File: src/rtl/uart_rx.sv
// UART receiver: 2-flop synced line, mid-bit sampling, LSB-first DW-bit frames with one stop bit.
// Strobes land one cycle after the stop sample; no backpressure, rx_data holds until the next good frame.
module uart_rx #(
  parameter int CLK_FREQ  = 100_000_000,
  parameter int BAUD_RATE = 115200,
  parameter int DW        = 8
) (
  input  logic          clk_i,
  input  logic          rst_n_i,
  input  logic          rx,
  output logic [DW-1:0] rx_data,
  output logic          rx_valid,
  output logic          rx_frame_err,
  output logic          rx_busy
);

  localparam int BAUD_COUNT = CLK_FREQ / BAUD_RATE;
  localparam int HALF       = BAUD_COUNT / 2;
  localparam int CW         = $clog2(BAUD_COUNT);
  localparam int BW         = (DW > 1) ? $clog2(DW) : 1;

  localparam logic [CW-1:0] HALF_END = CW'(HALF - 1);
  localparam logic [CW-1:0] BIT_END  = CW'(BAUD_COUNT - 1);
  localparam logic [BW-1:0] LAST_BIT = BW'(DW - 1);

  typedef enum logic [3:0] {
    IDLE  = 4'b0001,
    START = 4'b0010,
    DATA  = 4'b0100,
    STOP  = 4'b1000
  } state_t;

  state_t        state;
  logic [CW-1:0] cnt;
  logic [BW-1:0] bit_cnt;
  logic [DW-1:0] shift;
  logic          rx_meta;
  logic          rx_s;
  logic          rx_s_d;

  // Synchronizer and edge-detect flops reset to the idle (high) line level.
  always_ff @(posedge clk_i or negedge rst_n_i) begin
    if (!rst_n_i) begin
      rx_meta <= 1'b1;
      rx_s    <= 1'b1;
      rx_s_d  <= 1'b1;
    end else begin
      rx_meta <= rx;
      rx_s    <= rx_meta;
      rx_s_d  <= rx_s;
    end
  end

  always_ff @(posedge clk_i or negedge rst_n_i) begin
    if (!rst_n_i) begin
      state        <= IDLE;
      cnt          <= '0;
      bit_cnt      <= '0;
      shift        <= '0;
      rx_data      <= '0;
      rx_valid     <= 1'b0;
      rx_frame_err <= 1'b0;
      rx_busy      <= 1'b0;
    end else begin
      rx_valid     <= 1'b0;
      rx_frame_err <= 1'b0;
      case (state)
        IDLE: begin
          cnt     <= '0;
          bit_cnt <= '0;
          // Falling edge only: a line parked low (break) cannot retrigger.
          if (!rx_s && rx_s_d) begin
            state   <= START;
            rx_busy <= 1'b1;
          end
        end
        START: begin
          if (cnt == HALF_END) begin
            cnt <= '0;
            if (!rx_s) begin
              state <= DATA;
            end else begin
              state   <= IDLE;
              rx_busy <= 1'b0;
            end
          end else begin
            cnt <= cnt + CW'(1);
          end
        end
        DATA: begin
          if (cnt == BIT_END) begin
            cnt     <= '0;
            shift   <= (shift >> 1) | (DW'(rx_s) << (DW - 1));
            bit_cnt <= bit_cnt + BW'(1);
            if (bit_cnt == LAST_BIT) begin
              state <= STOP;
            end
          end else begin
            cnt <= cnt + CW'(1);
          end
        end
        STOP: begin
          // Leave at mid stop bit so a zero-gap next start edge is still seen.
          if (cnt == BIT_END) begin
            cnt          <= '0;
            state        <= IDLE;
            rx_busy      <= 1'b0;
            rx_valid     <= rx_s;
            rx_frame_err <= !rx_s;
            if (rx_s) begin
              rx_data <= shift;
            end
          end else begin
            cnt <= cnt + CW'(1);
          end
        end
        default: begin
          state   <= IDLE;
          cnt     <= '0;
          bit_cnt <= '0;
          rx_busy <= 1'b0;
        end
      endcase
    end
  end

endmodule

File: config.mk
export PLATFORM = sky130hd
export DESIGN_NAME = uart_rx
export DESIGN_NICKNAME = d
export VERILOG_FILES = /design/src/rtl/uart_rx.sv
export SDC_FILE = /design/constraint.sdc
export NUM_CORES = 1
export LEC_CHECK = 0
export ABC_AREA = 1
export BUFFER_PORTS_ARGS = -buffer_cell sky130_fd_sc_hd__buf_2
export CAP_MARGIN = 15
export CORE_MARGIN = 3
export CORE_UTILIZATION = 46
export CTS_CLUSTER_SIZE = 12
export DETAILED_ROUTE_END_ITERATION = 12
export PLACE_DENSITY_LB_ADDON = 0.08
export SYNTH_ARGS = -nofsm -noshare
export SYNTH_HDL_FRONTEND = slang
export SYNTH_SLANG_ARGS = --single-unit
export TNS_END_PERCENT = 50
File: constraint.sdc
create_clock -name clk_i -period 3.3 [get_ports clk_i]
set_clock_uncertainty 0.1 [all_clocks]
set_input_delay 0.165 -clock clk_i [delete_from_list [all_inputs] [get_ports clk_i]]
set_output_delay 0.165 -clock clk_i [all_outputs]
set_load 0.02 [all_outputs]
==> run metrics <==
worst reg2reg endpoint rx_data[4]; Total GRT Usage 0.1530; FF+latch count, synth 39; CTS root buf clkbuf_8; die extent in x around 70 um; # rows 22; Syn Inst Count 202; sequential share of the synthesized area 0.5294; Worst EP arrival 1.85 ns; Ports 14; Post-Route Setup TNS 0 ns; port buffer count 13; Inserted Clock Buffers 5; Clock Latency Late Sink 0.28 ns; Resize count post-CTS 0; first-pass GRT wire length 5892 um; Vias/cell 4.760; CTS Buffer Depth 2; Leak 1.068 nW; worst vdd ir 0.2595 mV; f_max 560.0 MHz; Non-Filler Instances roughly 270; Clock H-tree levels 2; fill count roughly 320; CP Capture Type flop; Critical R2R Launch cnt[0]; count of pins over their slew limit 0; vias in the first global route about 1,300; DRT Pass-1 Iters 4; PD cells around 570 nW/um^2; fin util 0.5551; Synth Net Count 209; antenna violations before repair 0; DP Worst Slack 1.520 ns; Avg WL per Cell about 12 um; Placement Cell Area 1956 sq um; Worst-path clk slew 0.07 ns; Final Worst Setup Slack ~1.5 ns; post-route cell area 2093 sq um; Final setup viols 0; Hold/Removal Path Class flop to flop; share of cells above drive strength 1 0.2242; fin crit period between 1.5 and 2 ns; # clock sinks 39; routed wire length 3168 um; Slew HR 0.4438; Critical Path Fanout Max 16; synthesized area per cell ~9 sq um; antenna fix cells 0; FF+latch area 980.9 sq um; gr ovfl total 0; placed insts 261; post-route ant nets 0; pin count of the biggest net entering global routing 40; DR iter-0 viols 62; CP peak stage delay 0.40 ns; Hold Path End rx_s; worst slew pin tran 0.8343 ns; Final period util 0.5412; Max Cap Viol 0; Multi-input gate area 740.7 sq um; area added between synthesis and finish 12.96%; Hold Violations, Final 0; worst r2r path cells 6; Core Footprint 3771 sq um; Netlist cell types 23; hold path cells 0; outcome complete, no violations; CP required roughly 3.4 ns; Final nets 229; source of the worst hold timing path rx_meta; startpoint types flop; WS Path Type flop to flop; Die Y 69.47 um; GPL Wtd Cong 0.8462; DRC 0; Initial Util 0.4914; Yosys warnings 0; crit path max-delay cell type dfrtp_1; Post-DP HPWL approximately 2400 um; vias about 1,300; critical path, cell by cell ha_1 -> nand3_1 -> nor3_4 -> nand3_4 -> nand2_1 -> o21ai_2; CTS tree yes; die area 4826 sq um; flop2flop setup slack 1.51 ns; Post-Syn Area approximately 1900 sq um; RSZ-0062 raised after global routing false
==> worst max-delay path by stage <==
stage | from | end | slack, ns
after detailed placement | cnt[0] | rx_data[4] | 1.52
after floorplan | cnt[0] | rx_data[5] | 1.70
after CTS | cnt[0] | rx_data[4] | 1.51
after global placement | cnt[0] | rx_data[1] | 1.59
after global routing | cnt[0] | cnt[2] | 1.32
final | cnt[0] | rx_data[4] | 1.51
==> logic make-up after synthesis <==
logic type      Yosys count  share of synthesized area
xor+xnor                  7                    0.03309
fa+ha+maj                 4                    0.02701
compound gates           18                    0.07697
flops                    39                     0.5294
buf+inv                  31                    0.07089
simple gates            103                     0.2627
==> placed cells by master (no fill, tap or decap), drive strengths merged <==
cell type	instances
buf	13
nor3	4
xnor2	1
dfstp	4
nand2	55
dlygate4sd3	2
dfrtp	35
bufinv	1
clkbuf	6
o21ai	17
nor2	25
inv	29
ha	4
a21oi	1
xor2	6
clkinv	1
nand3	17
nand4	2
==> cells in the mapped netlist <==
cell	instances	area, sq um
nand3_4	1	17.52
nor2_1	23	86.33
inv_1	28	105.1
nand2_4	1	11.26
nor2_2	2	12.51
xor2_1	6	52.55
nand3_1	15	75.07
nor3_4	3	48.80
xnor2_1	1	8.760
nand2_1	52	195.2
nand3_2	1	10.01
dfrtp_1	35	875.8
o21ai_0	1	5.000
o21ai_1	2	10.01
buf_6	2	22.52
ha_1	4	50.05
nand4_1	2	12.51
nand2_2	2	12.51
o21ai_2	14	122.6
inv_2	1	3.750
dfstp_2	4	105.1
a21oi_1	1	5.000
nor3_1	1	5.000
==> stage by stage <==
stage	hold slack, ns	power [W]
2_1_floorplan	-0.2306	0.0007338
3_3_place_gp	0.1697	0.0007874
3_5_place_dp	0.1780	0.0007974
4_1_cts	0.2602	0.001205
5_1_grt	0.2636	0.001275
6_report	0.2577	0.001186
==> repair_timing <==
item | CTS | global route
hold buffers | 2 | 0
endpoints found under the setup margin | 0 | 0
endpoints found under the hold margin | 36 | 0
buffers inserted | 0 | 0
==> flip-flops by register name, summed over array words and instances (netlist names), 3 cells and up <==
name and cells:
cnt 10, rx_data 8, shift 8, state 4
bit_cnt 3
==> layout make-up <==
| class | count | area share |
|---|---|---|
| flip-flops and latches | 39 | 0.4686 |
| multi-input cells | 132 | 0.3539 |
| inverters | 29 | 0.05200 |
| repair buffers | 15 | 0.04065 |
| clock buffers | 6 | 0.03945 |
| well taps | 48 | 0.02869 |
| clock inverters | 2 | 0.01674 |
==> critical path: cells and delay by family (launching register included) <==
kind / cells / cell delay [ns]
AO/OA/AOI/OAI: 1 / 0.06
adder cells (fa/ha/maj): 1 / 0.24
flip-flops: 1 / 0.40
AND/OR/NAND/NOR: 4 / 0.86
==> metal layers <==
| layer | vias to the layer above | global-route usage | wire (um) |
|---|---|---|---|
| met5 | - | 0 | 0 |
| met2 | 26 | 0.2500 | 1556 |
| met4 | 0 | 0.06508 | 58 |
| met1 | 593 | 0.1889 | 1426 |
| met3 | 6 | 0.04348 | 127 |
| li1 | 665 | - | - |
==> report_power, final <==
part           total (W)  switching (W)  internal (W)
registers       0.000551      0.0000322      0.000519
logic           0.000235       0.000163     0.0000719
clock network   0.000400       0.000156      0.000244
Power figures use the tool's default switching activity.
